## config.mk

```make
export PLATFORM = sky130hd
export DESIGN_NAME = multi_channel_producer
export DESIGN_NICKNAME = d
export VERILOG_FILES = /design/src/rtl/multi_channel_producer.sv
export SDC_FILE = /design/constraint.sdc
export NUM_CORES = 1
export LEC_CHECK = 0
export BUFFER_PORTS_ARGS = -buffer_cell sky130_fd_sc_hd__buf_2
export CAP_MARGIN = 20
export CORE_ASPECT_RATIO = 0.5
export CORE_MARGIN = 2
export CORE_UTILIZATION = 53
export CTS_CLUSTER_DIAMETER = 120
export DETAILED_ROUTE_END_ITERATION = 6
export PLACE_DENSITY = 0.78
export SYNTH_ARGS = -nofsm -noshare
export SYNTH_HDL_FRONTEND = slang
export SYNTH_SLANG_ARGS = --single-unit
```

## constraint.sdc

```tcl
create_clock -name clk -period 4 [get_ports clk]
set_clock_uncertainty 0.15 [all_clocks]
set_input_delay 0.4 -clock clk [delete_from_list [all_inputs] [get_ports clk]]
set_output_delay 0.4 -clock clk [all_outputs]
set_load 0.03 [all_outputs]
```

## src/rtl/multi_channel_producer.sv

```systemverilog
// Multi-channel request generator: per-channel incrementing address/ID streams with
// stall hold, one-shot auto flush, software flush and ID-replay rewind on own-tag flushes.
module multi_channel_producer #(
    parameter int NUM_CH                   = 2,
    parameter int ADDRESS_WIDTH            = 32,
    parameter int ID_WIDTH                 = 8,
    parameter int ADDR_STRIDE              = 4,
    parameter int FLUSH_DELAY              = 45,
    parameter logic [7:0] AUTO_FLUSH_MASK  = 8'h01,
    parameter logic [ID_WIDTH-1:0] AUTO_FLUSH_ID = ID_WIDTH'(8'h19)
) (
    input  logic                              clk,
    input  logic                              reset,
    input  logic [NUM_CH-1:0]                 ch_enable,
    input  logic [NUM_CH-1:0]                 in_stall,
    output logic [NUM_CH*ADDRESS_WIDTH-1:0]   out_address,
    output logic [NUM_CH*ID_WIDTH-1:0]        out_id,
    output logic [NUM_CH-1:0]                 out_valid,
    input  logic [NUM_CH-1:0]                 sw_flush_req,
    input  logic [NUM_CH*ID_WIDTH-1:0]        sw_flush_id,
    output logic [NUM_CH-1:0]                 flush,
    output logic [NUM_CH*ID_WIDTH-1:0]        flush_id
);

    localparam int AW = ADDRESS_WIDTH;
    localparam int IW = ID_WIDTH;
    localparam int SW = ID_WIDTH / 2;
    localparam int TW = (FLUSH_DELAY > 1) ? $clog2(FLUSH_DELAY + 1) : 1;

    for (genvar c = 0; c < NUM_CH; c++) begin : g_ch
        localparam logic [SW-1:0] TAG = SW'(c + 1);

        logic [SW-1:0] r_seq;
        logic [AW-1:0] r_addr;
        logic [IW-1:0] r_id;
        logic          r_valid;
        logic [TW-1:0] r_timer;
        logic          r_auto_done;
        logic          r_auto_pending;
        logic          r_flush;
        logic [IW-1:0] r_flush_id;

        logic          w_flush_nxt;
        logic [IW-1:0] w_flush_id_nxt;
        logic          w_rewind;
        logic          w_auto_fire;
        logic [SW-1:0] w_seq_inc;

        // Software request wins; a pending auto flush waits for the next free edge.
        always_comb begin
            w_flush_nxt    = 1'b0;
            w_flush_id_nxt = '0;
            if (sw_flush_req[c]) begin
                w_flush_nxt    = 1'b1;
                w_flush_id_nxt = sw_flush_id[c*IW +: IW];
            end else if (r_auto_pending) begin
                w_flush_nxt    = 1'b1;
                w_flush_id_nxt = AUTO_FLUSH_ID;
            end
        end

        assign w_rewind    = w_flush_nxt && (w_flush_id_nxt[IW-1:SW] == TAG);
        assign w_auto_fire = (r_timer == '0) && !r_auto_done && AUTO_FLUSH_MASK[c];
        assign w_seq_inc   = r_seq + SW'(1);

        always_ff @(posedge clk or posedge reset) begin
            if (reset) begin
                r_timer        <= TW'(FLUSH_DELAY);
                r_auto_done    <= 1'b0;
                r_auto_pending <= 1'b0;
                r_flush        <= 1'b0;
                r_flush_id     <= '0;
            end else begin
                if (r_timer != '0)
                    r_timer <= r_timer - TW'(1);
                if (w_auto_fire) begin
                    r_auto_pending <= 1'b1;
                    r_auto_done    <= 1'b1;
                end else if (!sw_flush_req[c] && r_auto_pending) begin
                    r_auto_pending <= 1'b0;
                end
                r_flush    <= w_flush_nxt;
                r_flush_id <= w_flush_id_nxt;
            end
        end

        // Rewind to SEQ-1 so the next advance replays the flushed ID.
        always_ff @(posedge clk or posedge reset) begin
            if (reset) begin
                r_seq   <= '0;
                r_addr  <= '0;
                r_id    <= '0;
                r_valid <= 1'b0;
            end else if (w_rewind) begin
                r_seq <= w_flush_id_nxt[SW-1:0] - SW'(1);
                if (!in_stall[c])
                    r_valid <= 1'b0;
            end else if (!in_stall[c]) begin
                r_seq   <= w_seq_inc;
                r_addr  <= r_addr + AW'(ADDR_STRIDE);
                r_id    <= {TAG, w_seq_inc};
                r_valid <= ch_enable[c];
            end
        end

        assign out_address[c*AW +: AW] = r_addr;
        assign out_id[c*IW +: IW]      = r_id;
        assign out_valid[c]            = r_valid;
        assign flush[c]                = r_flush;
        assign flush_id[c*IW +: IW]    = r_flush_id;
    end

endmodule

```

==> flow_summary.ini <==
[run_status]
status = completed

[final_layout]
multi_input_area_mm2 = 0.00207
seq_area_mm2 = 0.00266
drive_above_1_share = 0.275
diodes = 0
finish.net_count = 594
area_growth_pct = 19.5
n_fill_cell = 722

[placed_design]
port_buffers = 113
gp_congestion = 0.774
place_hpwl_um = 7010

[grt]
met3_usage = 0.0502
grt_pass1_vias = 3514
grt_max_degree = 70
grt_busiest_layer = met2
use_met1 = 0.284
overflow = 0
grt_util_met2 = 0.343
grt_antenna_before_repair = 0
grt_pass1_wl_um = 16900
grt_usage = 0.210

[logic_synthesis]
ys_seq_elements = 106
ys_seq_area_frac = 0.540
yosys_warnings = 0
yosys.area_share.simple = 0.209
postSynthAreaPerCell_um2 = 11.0
muxShareOfSynthArea = 0.0168
yosys.area_share.adder = 0.0203
synth-compound-area-share = 0.0320
synth_xor_area_frac = 0.133
ys_types = 46
syn_area_mm2 = 0.00492
synth_top_family_by_area = simple AND/OR/NAND/NOR gates
syn_inst = 448

[sta]
period_needed_ns = 2.08
period_share = 0.521
max_clock_freq_ghz = 0.480
setup_viol = 0
rsz0062_at_grt = false
tightest_slew_ns = 0.873
finalHoldViolCount = 0
drv_slew = 0
setup_tns_ns = 0
max-slew-margin-rel = 0.418

[route]
vias_per_cell = 5.24
drc = 0
wire_per_inst_um = 14.7
ant_nets = 0
drt_iter0_markers = 220
drt_wl_total_um = 10100
drt_first_pass_iters = 4
vias = 3581

[cts]
clockBufferDepth = 2
cts_made_buffers = 9
tritoncts = built
cts_sinks = 106
cts_resized = 0
hold_buffers = 0
clkLatencyLatePin_ns = 0.34
cts_root_buf = clkbuf_16
clk_pin_slew_worst_paths_ns = 0.07
cts-htree-levels = 3
post_cts_buffers = 0

[worst_setup_path]
r2r-start = g_ch[0].r_auto_pending
cp_top_family = compound AO/OA/AOI/OAI gates
path_depth = 5
worstPathArrival_ns = 2.16
r2r_setup_slack_ns = 1.92
start_kind = register
r2r_cells = 5
endpoint_kind = register
cpPeakStageDelay_ns = 0.65
r2r-end = g_ch[0].r_addr[27]
slowest_stage = a21oi_2
path_max_fanout = 19
worstSetupPathType = register to register
critPathBufInv = 1
cp.required_ns = 4.08
path_cells = nor2b_1 -> a21oi_2 -> buf_4 -> nand4_1 -> xnor2_1

[run]
max_cap_violations = 0

[pwr]
p_total_mw = 3.14
p_leak_nw = 2.85
vdd_ir_drop_max_mv = 0.427
p_per_area_mw_per_mm2 = 534

[die]
die_height_um = 72.1
ios = 124
std_cell_rows = 24
chipWidth_um = 140
dieArea_mm2 = 0.0101
core-area_mm2 = 0.00886
start_util = 0.556

[hold_path]
hold_path.class = input port to async pin
-- metrics by stage --
stage	std cells	instance area (µm²)	worst slack (ns)	hold slack (ns)	utilization
2_1_floorplan	457	4960	0.668	0.267	-
3_3_place_gp	666	5540	1.65	0.283	0.625
3_5_place_dp	666	5540	1.60	0.294	0.625
4_1_cts	682	5860	1.79	0.0818	0.661
5_1_grt	684	5880	1.73	0.0870	0.664
6_report	684	5880	1.92	0.0689	0.664
-- cell families (layout without fill, tap and decap cells) --
family	count (synthesis)	after routing
and+or+nand+nor	181	181
DFF	106	106
xor gates and xnor gates	75	75
buffers and inverters	45	155
AOI/OAI and AO/OA	24	24
adders and majority gates	8	8
muxes	8	8
other	1	10
-- worst reg2reg max path, delay by kind of cell, from the launching register on --
family / cells / cell delay, ns
XOR/XNOR: 1 / 0.16
buffers and inverters: 1 / 0.31
AO/OA/AOI/OAI: 1 / 0.65
AND/OR/NAND/NOR: 2 / 0.29
flip-flops: 1 / 0.41
-- cells in the mapped netlist, drive strengths merged --
library cell	n	area [µm²]
nand2b	6	37.5
and4bb	1	12.5
a211oi	2	20.0
a22o	1	8.76
o211ai	2	15.0
buf	19	135
nor4	17	163
o21a	1	7.51
xnor2	49	429
nand2	39	146
nand4bb	1	11.3
xor2	26	228
nor2b	2	12.5
nor2	22	82.6
or4	2	18.8
o21ai	9	48.8
and2	14	87.6
a21o	1	7.51
nand4	27	169
dfrtp	102	2550
mux2	2	22.5
mux2i	6	60.1
or2	2	12.5
ha	8	100
inv	21	78.8
and4	4	35.0
a21oi	7	38.8
nor4b	1	15.0
conb	1	3.75
dfstp	4	105
nor3b	1	7.51
nor3	14	70.1
clkbuf	5	18.8
a2111o	1	11.3
nand3	22	110
nand4b	1	8.76
and3	5	31.3
-- registers in the layout, summed over array words and instances (netlist names) --
signal	cells
g_ch.r_timer	6
g_ch.r_valid	2
g_ch.r_auto_pending	1
g_ch.r_id	10
g_ch.r_auto_done	1
g_ch.r_addr	60
g_ch.r_flush	2
g_ch.r_flush_id	16
g_ch.r_seq	8
-- area by class of cell --
type                    instances  area share
clock buffers                  10      0.0406
clock inverters                 6      0.0136
inverters                      21      0.0138
multi-input cells             306       0.351
flip-flops and latches        106       0.452
well taps                     117      0.0249
repair buffers                118       0.104
-- worst max path at each step --
stage                     slack (ns)                    from            endpoint
after floorplan                 0.67                   reset  g_ch[0].r_addr[10]
after global placement          1.65         sw_flush_id[14]  g_ch[1].r_addr[20]
after detailed placement        1.60         sw_flush_req[0]  g_ch[0].r_addr[27]
after CTS                       1.79       g_ch[0].r_addr[9]  g_ch[0].r_addr[28]
after global routing            1.73  g_ch[0].r_auto_pending  g_ch[0].r_addr[21]
final                           1.92  g_ch[0].r_auto_pending  g_ch[0].r_addr[27]
-- placed cells by master, fill, tap and decap left out, types with 8 or more instances in the layout --
master,instances
and2_1,14
buf_2,113
clkbuf_16,9
conb_1,10
dfrtp_1,102
ha_1,8
inv_1,20
nand2_1,39
nand3_1,22
nand4_1,27
nor2_1,22
nor3_1,14
nor4_1,8
nor4_2,9
xnor2_1,49
xor2_1,26
-- power breakdown --
part / switching (mW) / internal, mW / total, mW
Clock: 0.383 / 0.561 / 0.944
Combinational: 0.510 / 0.284 / 0.794
Sequential: 0.166 / 1.24 / 1.40
Total: 1.06 / 2.08 / 3.14
-- metal layers --
layer  up-vias  routed length, µm
met1      1758               4610
met5         -                  0
met4         0                111
met3         7                478
li1       1737                  -
met2        79               4870
No activity file was read; power rests on OpenSTA's default activity.
